[src/rtl/s_machine_pkg.sv]
// s_machine_pkg: opcodes, stage states and flag bit positions shared by the S-Machine datapath.
package s_machine_pkg;
    localparam logic [3:0] OP_INC  = 4'h2;
    localparam logic [3:0] OP_ADD  = 4'h4;
    localparam logic [3:0] OP_SUB  = 4'h5;
    localparam logic [3:0] OP_OR   = 4'h6;
    localparam logic [3:0] OP_AND  = 4'h7;
    localparam logic [3:0] OP_XOR  = 4'h8;
    localparam logic [3:0] OP_SHR  = 4'h9;
    localparam logic [3:0] OP_MOV  = 4'hA;
    localparam logic [3:0] OP_EXCH = 4'hB;
    localparam logic [3:0] OP_CMP  = 4'hC;
    localparam logic [3:0] OP_SET  = 4'hD;
    localparam logic [3:0] OP_CLR  = 4'hE;

    localparam int FLAG_Z = 2;
    localparam int FLAG_N = 1;
    localparam int FLAG_C = 0;

    typedef enum logic [1:0] {ST_IDLE, ST_EXEC, ST_WB} state_t;
endpackage

[src/rtl/wb_decode.sv]
// wb_decode: maps the opcode field (and INC's target bit) to per-register write enables.
module wb_decode
    import s_machine_pkg::*;
(
    input  logic [15:11] i_ir,
    output logic         o_we_a,
    output logic         o_we_b,
    output logic         o_we_flags
);
    logic [3:0] w_op;
    logic       w_arith;

    assign w_op       = i_ir[15:12];
    assign w_arith    = (w_op >= OP_ADD) && (w_op <= OP_SHR);
    assign o_we_a     = (w_op == OP_INC && !i_ir[11]) || w_arith || w_op == OP_EXCH;
    assign o_we_b     = (w_op == OP_INC && i_ir[11]) || w_op == OP_MOV || w_op == OP_EXCH;
    assign o_we_flags = w_op == OP_INC || w_arith || w_op == OP_CMP || w_op == OP_SET || w_op == OP_CLR;
endmodule

[src/rtl/alu_exec_stage.sv]
// alu_exec_stage: owns A/B/flags, holds an instruction on the ALU for a settle interval,
// then writes back the enabled results; also accepts direct register loads while idle.
module alu_exec_stage
    import s_machine_pkg::*;
#(
    parameter int SETTLE_CYCLES = 1
) (
    input  logic        clk,
    input  logic        rst_n,
    input  logic        inst_valid,
    output logic        inst_ready,
    input  logic [15:0] inst,
    input  logic        ld_valid,
    output logic        ld_ready,
    input  logic        ld_sel,
    input  logic [15:0] ld_data,
    output logic [15:0] alu_inst,
    output logic [15:0] alu_a,
    output logic [15:0] alu_b,
    output logic        alu_z,
    output logic        alu_n,
    output logic        alu_c,
    input  logic [15:0] res_a,
    input  logic [15:0] res_b,
    input  logic        res_z,
    input  logic        res_n,
    input  logic        res_c,
    output logic [15:0] reg_a,
    output logic [15:0] reg_b,
    output logic [2:0]  flags,
    output logic        busy,
    output logic        done
);
    state_t      r_state, w_next;
    logic [15:0] r_ir, r_a, r_b;
    logic [2:0]  r_flags;
    logic [3:0]  r_cnt;
    logic        w_idle, w_wb, w_we_a, w_we_b, w_we_flags;

    wb_decode u_wb_decode (
        .i_ir      (r_ir[15:11]),
        .o_we_a    (w_we_a),
        .o_we_b    (w_we_b),
        .o_we_flags(w_we_flags)
    );

    assign w_idle = r_state == ST_IDLE;
    assign w_wb   = r_state == ST_WB;

    always_ff @(posedge clk or negedge rst_n)
        if (!rst_n) r_state <= ST_IDLE;
        else        r_state <= w_next;

    always_comb
        w_next = w_idle              ? (inst_valid ? ST_EXEC : ST_IDLE) :
                 r_state == ST_EXEC  ? (r_cnt == '0 ? ST_WB : ST_EXEC) :
                                       ST_IDLE;

    always_ff @(posedge clk or negedge rst_n)
        if (!rst_n) begin
            r_ir    <= '0;
            r_cnt   <= '0;
            r_a     <= '0;
            r_b     <= '0;
            r_flags <= '0;
        end else begin
            if (w_idle && inst_valid) begin
                r_ir  <= inst;
                r_cnt <= 4'(SETTLE_CYCLES - 1);
            end else if (r_state == ST_EXEC && r_cnt != '0) begin
                r_cnt <= r_cnt - 4'd1;
            end
            // loads and writeback live in disjoint states, so they never collide
            if (w_idle && ld_valid && !ld_sel) r_a <= ld_data;
            else if (w_wb && w_we_a)           r_a <= res_a;
            if (w_idle && ld_valid && ld_sel)  r_b <= ld_data;
            else if (w_wb && w_we_b)           r_b <= res_b;
            if (w_wb && w_we_flags)            r_flags <= {res_z, res_n, res_c};
        end

    assign inst_ready = w_idle;
    assign ld_ready   = w_idle;
    assign busy       = !w_idle;
    assign done       = w_wb;
    assign alu_inst   = w_idle ? 16'h0000 : r_ir;
    assign alu_a      = r_a;
    assign alu_b      = r_b;
    assign alu_z      = r_flags[FLAG_Z];
    assign alu_n      = r_flags[FLAG_N];
    assign alu_c      = r_flags[FLAG_C];
    assign reg_a      = r_a;
    assign reg_b      = r_b;
    assign flags      = r_flags;
endmodule

[config.mk]
export PLATFORM = sky130hd
export DESIGN_NAME = alu_exec_stage
export DESIGN_NICKNAME = d
export VERILOG_FILES = /design/src/rtl/s_machine_pkg.sv /design/src/rtl/wb_decode.sv /design/src/rtl/alu_exec_stage.sv
export SDC_FILE = /design/constraint.sdc
export NUM_CORES = 1
export LEC_CHECK = 0
export CAP_MARGIN = 0
export CORE_MARGIN = 1.5
export CORE_UTILIZATION = 35
export CTS_BUF_LIST = sky130_fd_sc_hd__clkbuf_8 sky130_fd_sc_hd__clkbuf_16
export CTS_CLUSTER_DIAMETER = 80
export CTS_CLUSTER_SIZE = 28
export DETAILED_ROUTE_END_ITERATION = 10
export PLACE_DENSITY_LB_ADDON = 0.08
export SYNTH_ARGS = -nofsm -noshare
export SYNTH_HDL_FRONTEND = slang
export SYNTH_HIERARCHICAL = 1
export SYNTH_SLANG_ARGS = --single-unit
[constraint.sdc]
create_clock -name clk -period 1.8 [get_ports clk]
set_input_delay 0.27 -clock clk [delete_from_list [all_inputs] [get_ports clk]]
set_output_delay 0.27 -clock clk [all_outputs]
set_load 0.02 [all_outputs]
==> impl_metrics.csv <==
group,metric,value,unit
detailed_routing,wl_met1,3.17,mm
pwr,power.internal,5.40,mW
place,io_buffers,161,
cts,tritoncts,"done",
flow_run,maxCapViolations,0,
sta,setup_ws,0.0321,ns
worst_setup_path,worstPathRequired,2.02,ns
global_routing,grt_pass1_wl,12.2,mm
logic_synthesis,synthTopCellsByArea,"dfrtp_1 48%, buf_4 9.3%, a22o_1 8.0%",
detailed_routing,dr_wl_met3,522,µm
cts,clkLatencyLatePin,0.33,ns
sta,drv_slew,0,
detailed_routing,drt_wl_total,7.90,mm
pwr,switching_power,3.51,mW
floorplanning,coreArea,8220,µm²
logic_synthesis,synth_flop_cell,"dfrtp_1",
logic_synthesis,synth.yosys.seq_area_share,48.0,%
worst_setup_path,critical_path_peak_fanout,16,
detailed_routing,route.detailed.drc,0,
sta,timing.final.crit_share,98.2,%
cts,cts.sinks,57,
logic_synthesis,ys_ff_latch,57,
global_routing,grt_max_degree,27,
cells_and_area,final_cells,500,
detailed_routing,dr.pass1.iters,4,
detailed_routing,num_vias,2445,
floorplanning,die-height,95.2,µm
cells_and_area,drive_gt1_share,19.2,%
sta,fin_crit,1.77,ns
sta,setup_viol,0,
global_routing,grt_remaining_overflow,0,
logic_synthesis,synth_top_area_share,48.0,%
run_status,status,"finished clean",
detailed_routing,vias_per_cell,4.89,
cts,path_clk_slew,0.07,ns
logic_synthesis,syn_inst,249,
place,post_dp_cell_area,4530,µm²
cells_and_area,n_antenna_cell,0,
detailed_routing,drt_iter0_markers,70,
worst_setup_path,crit-reg2reg-launch,"r_ir[12]",
logic_synthesis,yosys_warnings,6,
sta,rsz0062_at_grt,"true",
logic_synthesis,synth_area_leader_cell,"dfrtp_1",
pwr,p_sw_share,39.4,%
sta,whs,0.355,ns
pwr,p_leak,2.23,nW
worst_setup_path,start_kind,"flip-flop",
global_routing,antenna_found_initial,0,
place,hpwlAfterDp,5.92,mm
pwr,p_clk_share,13.4,%
worst_setup_path,worstSetupEndpointType,"flip-flop",
worst_setup_path,r2r_end,"alu_a[2]",
sta,tightest_slew,0.414,ns
cts,clockBufferDepth,2,
sta,max_slew_margin,72.4,%
logic_synthesis,syn_area_per_cell,11.9,µm²
hold_path,hold_class,"input port to async pin",
logic_synthesis,synth_edf_count,0,
global_routing,grt_pass1_vias,2436,
sta,max_freq,566,MHz
global_routing,grtUsageTotal,17.8,%
pwr,power.total,8.90,mW
logic_synthesis,async_flop_share,100,%
pwr,powerDensity,1880,nW/µm²
worst_setup_path,critPathKind,"flip-flop to flip-flop",
floorplanning,io_pins,162,
cells_and_area,syn_to_final_growth,59.2,%
detailed_routing,drtAntennaViolNets,0,
floorplanning,std_cell_rows,33,
sta,skew,0.00819,ns
cts,root_buffer,"clkbuf_8",
worst_setup_path,r2r_cells,5,
pwr,seqPwrFrac,26.8,%
detailed_routing,wl_met2,4.07,mm
place,place_ws,0.0162,ns
sta,hold_viol,0,
floorplanning,dieArea,9060,µm²
place,gp_congestion,0.743,
logic_synthesis,synthesis.nets,322,
worst_setup_path,rrSetupSlack,0.03,ns
worst_setup_path,worst_ep_arrival_time,1.98,ns
detailed_routing,routed.top_layer,"met4",
place,placed_cells,482,
cells_and_area,layout.nets,464,
floorplanning,initial_utilization,36.2,%
cts,htreeDepth,3,
pwr,vdd_ir_drop_max,773,µV
cells_and_area,design_area,4730,µm²
detailed_routing,wl_per_cell,15.8,µm
pwr,p_comb_share,59.8,%
logic_synthesis,synth.most_common_cell,"dfrtp_1",
logic_synthesis,synth_area,2970,µm²
logic_synthesis,synth_common_cells,"57 x dfrtp_1, 37 x buf_4, 27 x a22o_1, 26 x a21o_1, 20 x mux2_2",
logic_synthesis,synth_cell_types,33,
cts,cts_buffers,9,
floorplanning,die_w,95.2,µm
## worst max-delay path by stage
stage	cells after the start	slack (ns)	to	startpoint
6_report	5	0.03	alu_a[2]	r_ir[12]
4_1_cts	5	0.009	alu_a[5]	r_ir[12]
3_5_place_dp	5	0.02	alu_a[5]	r_ir[12]
5_1_grt	5	-0.05	alu_a[2]	r_ir[12]
3_3_place_gp	5	0.06	alu_a[2]	ld_sel
2_1_floorplan	4	0.004	ld_ready	r_state[0]
## critical path, stage by stage, from the launching register on
cell and delay [ns]:
dfrtp_1 0.41, or4b_1 0.52, o311ai_1 0.09, and3b_2 0.29
nor2_4 0.11, a21o_2 0.24
## final cells by class
type,instances,area [µm²]
clock inverter,4,43.8
fill,725,3480
inverter,4,15.0
timing repair buffer,181,1800
tap,105,131
sequential,57,1430
clock buffer,11,151
multi-input combinational,138,1170
## power by group through the flow
| stage | logic [mW] | registers (mW) | clock network (mW) |
|---|---|---|---|
| floorplan | 3.02 | 2.76 | 0 |
| global placement | 5.49 | 2.38 | 0 |
| detailed placement | 5.55 | 2.41 | 0 |
| CTS | 5.36 | 2.39 | 1.23 |
| global route | 5.72 | 2.49 | 1.28 |
| finish | 5.33 | 2.39 | 1.19 |
## metrics by stage
step	utilization [%]	setup TNS (ns)
after CTS	57.3	0
after detailed placement	55.1	0
after global routing	57.6	-0.658
after global placement	55.1	0
final	57.6	0
after floorplan	-	0
## placed cells by master, fill, tap and decap left out, types with 6 or more instances in the layout
| cell type | netlist | final |
|---|---|---|
| a21o_1 | 26 | 26 |
| clkbuf_8 | 0 | 11 |
| dlygate4sd2_1 | 0 | 19 |
| a22o_2 | 6 | 6 |
| dfrtp_1 | 57 | 56 |
| buf_4 | 37 | 13 |
| nand2_1 | 6 | 6 |
| mux2_2 | 20 | 20 |
| clkdlybuf4s50_1 | 0 | 140 |
| nor2b_1 | 19 | 19 |
| a21o_2 | 6 | 6 |
| a22o_1 | 27 | 27 |
## state kept, by name, summed over array words and instances (netlist names)
name     count
r_cnt        4
alu_a       16
r_state      2
flags        3
alu_b       16
r_ir        16
## routing by layer
layer	up-vias	track usage, %
met5	-	0
li1	1134	-
met4	0	7.59
met1	1202	21.4
met3	13	3.43
met2	96	30.9
## kinds of logic (layout without fill, tap and decap cells)
family | Yosys count | count (layout) | synth area share [%]
AO/OA/AOI/OAI | 70 | 70 | 19.5
flip-flops | 57 | 57 | 48.0
buffers and inverters | 54 | 200 | 13.0
AND/OR/NAND/NOR | 45 | 45 | 10.8
multiplexers | 22 | 22 | 8.25
adder cells (fa/ha/maj) | 1 | 1 | 0.421
## repair_timing
action	in CTS	in global routing
gates resized for setup	20	5
endpoints found under the hold margin	10	0
endpoints found under the setup margin	20	25
setup buffers	0	1
gates cloned	0	1
pin swaps	0	2
hold buffers	1	0
Power figures use the tool's default switching activity.
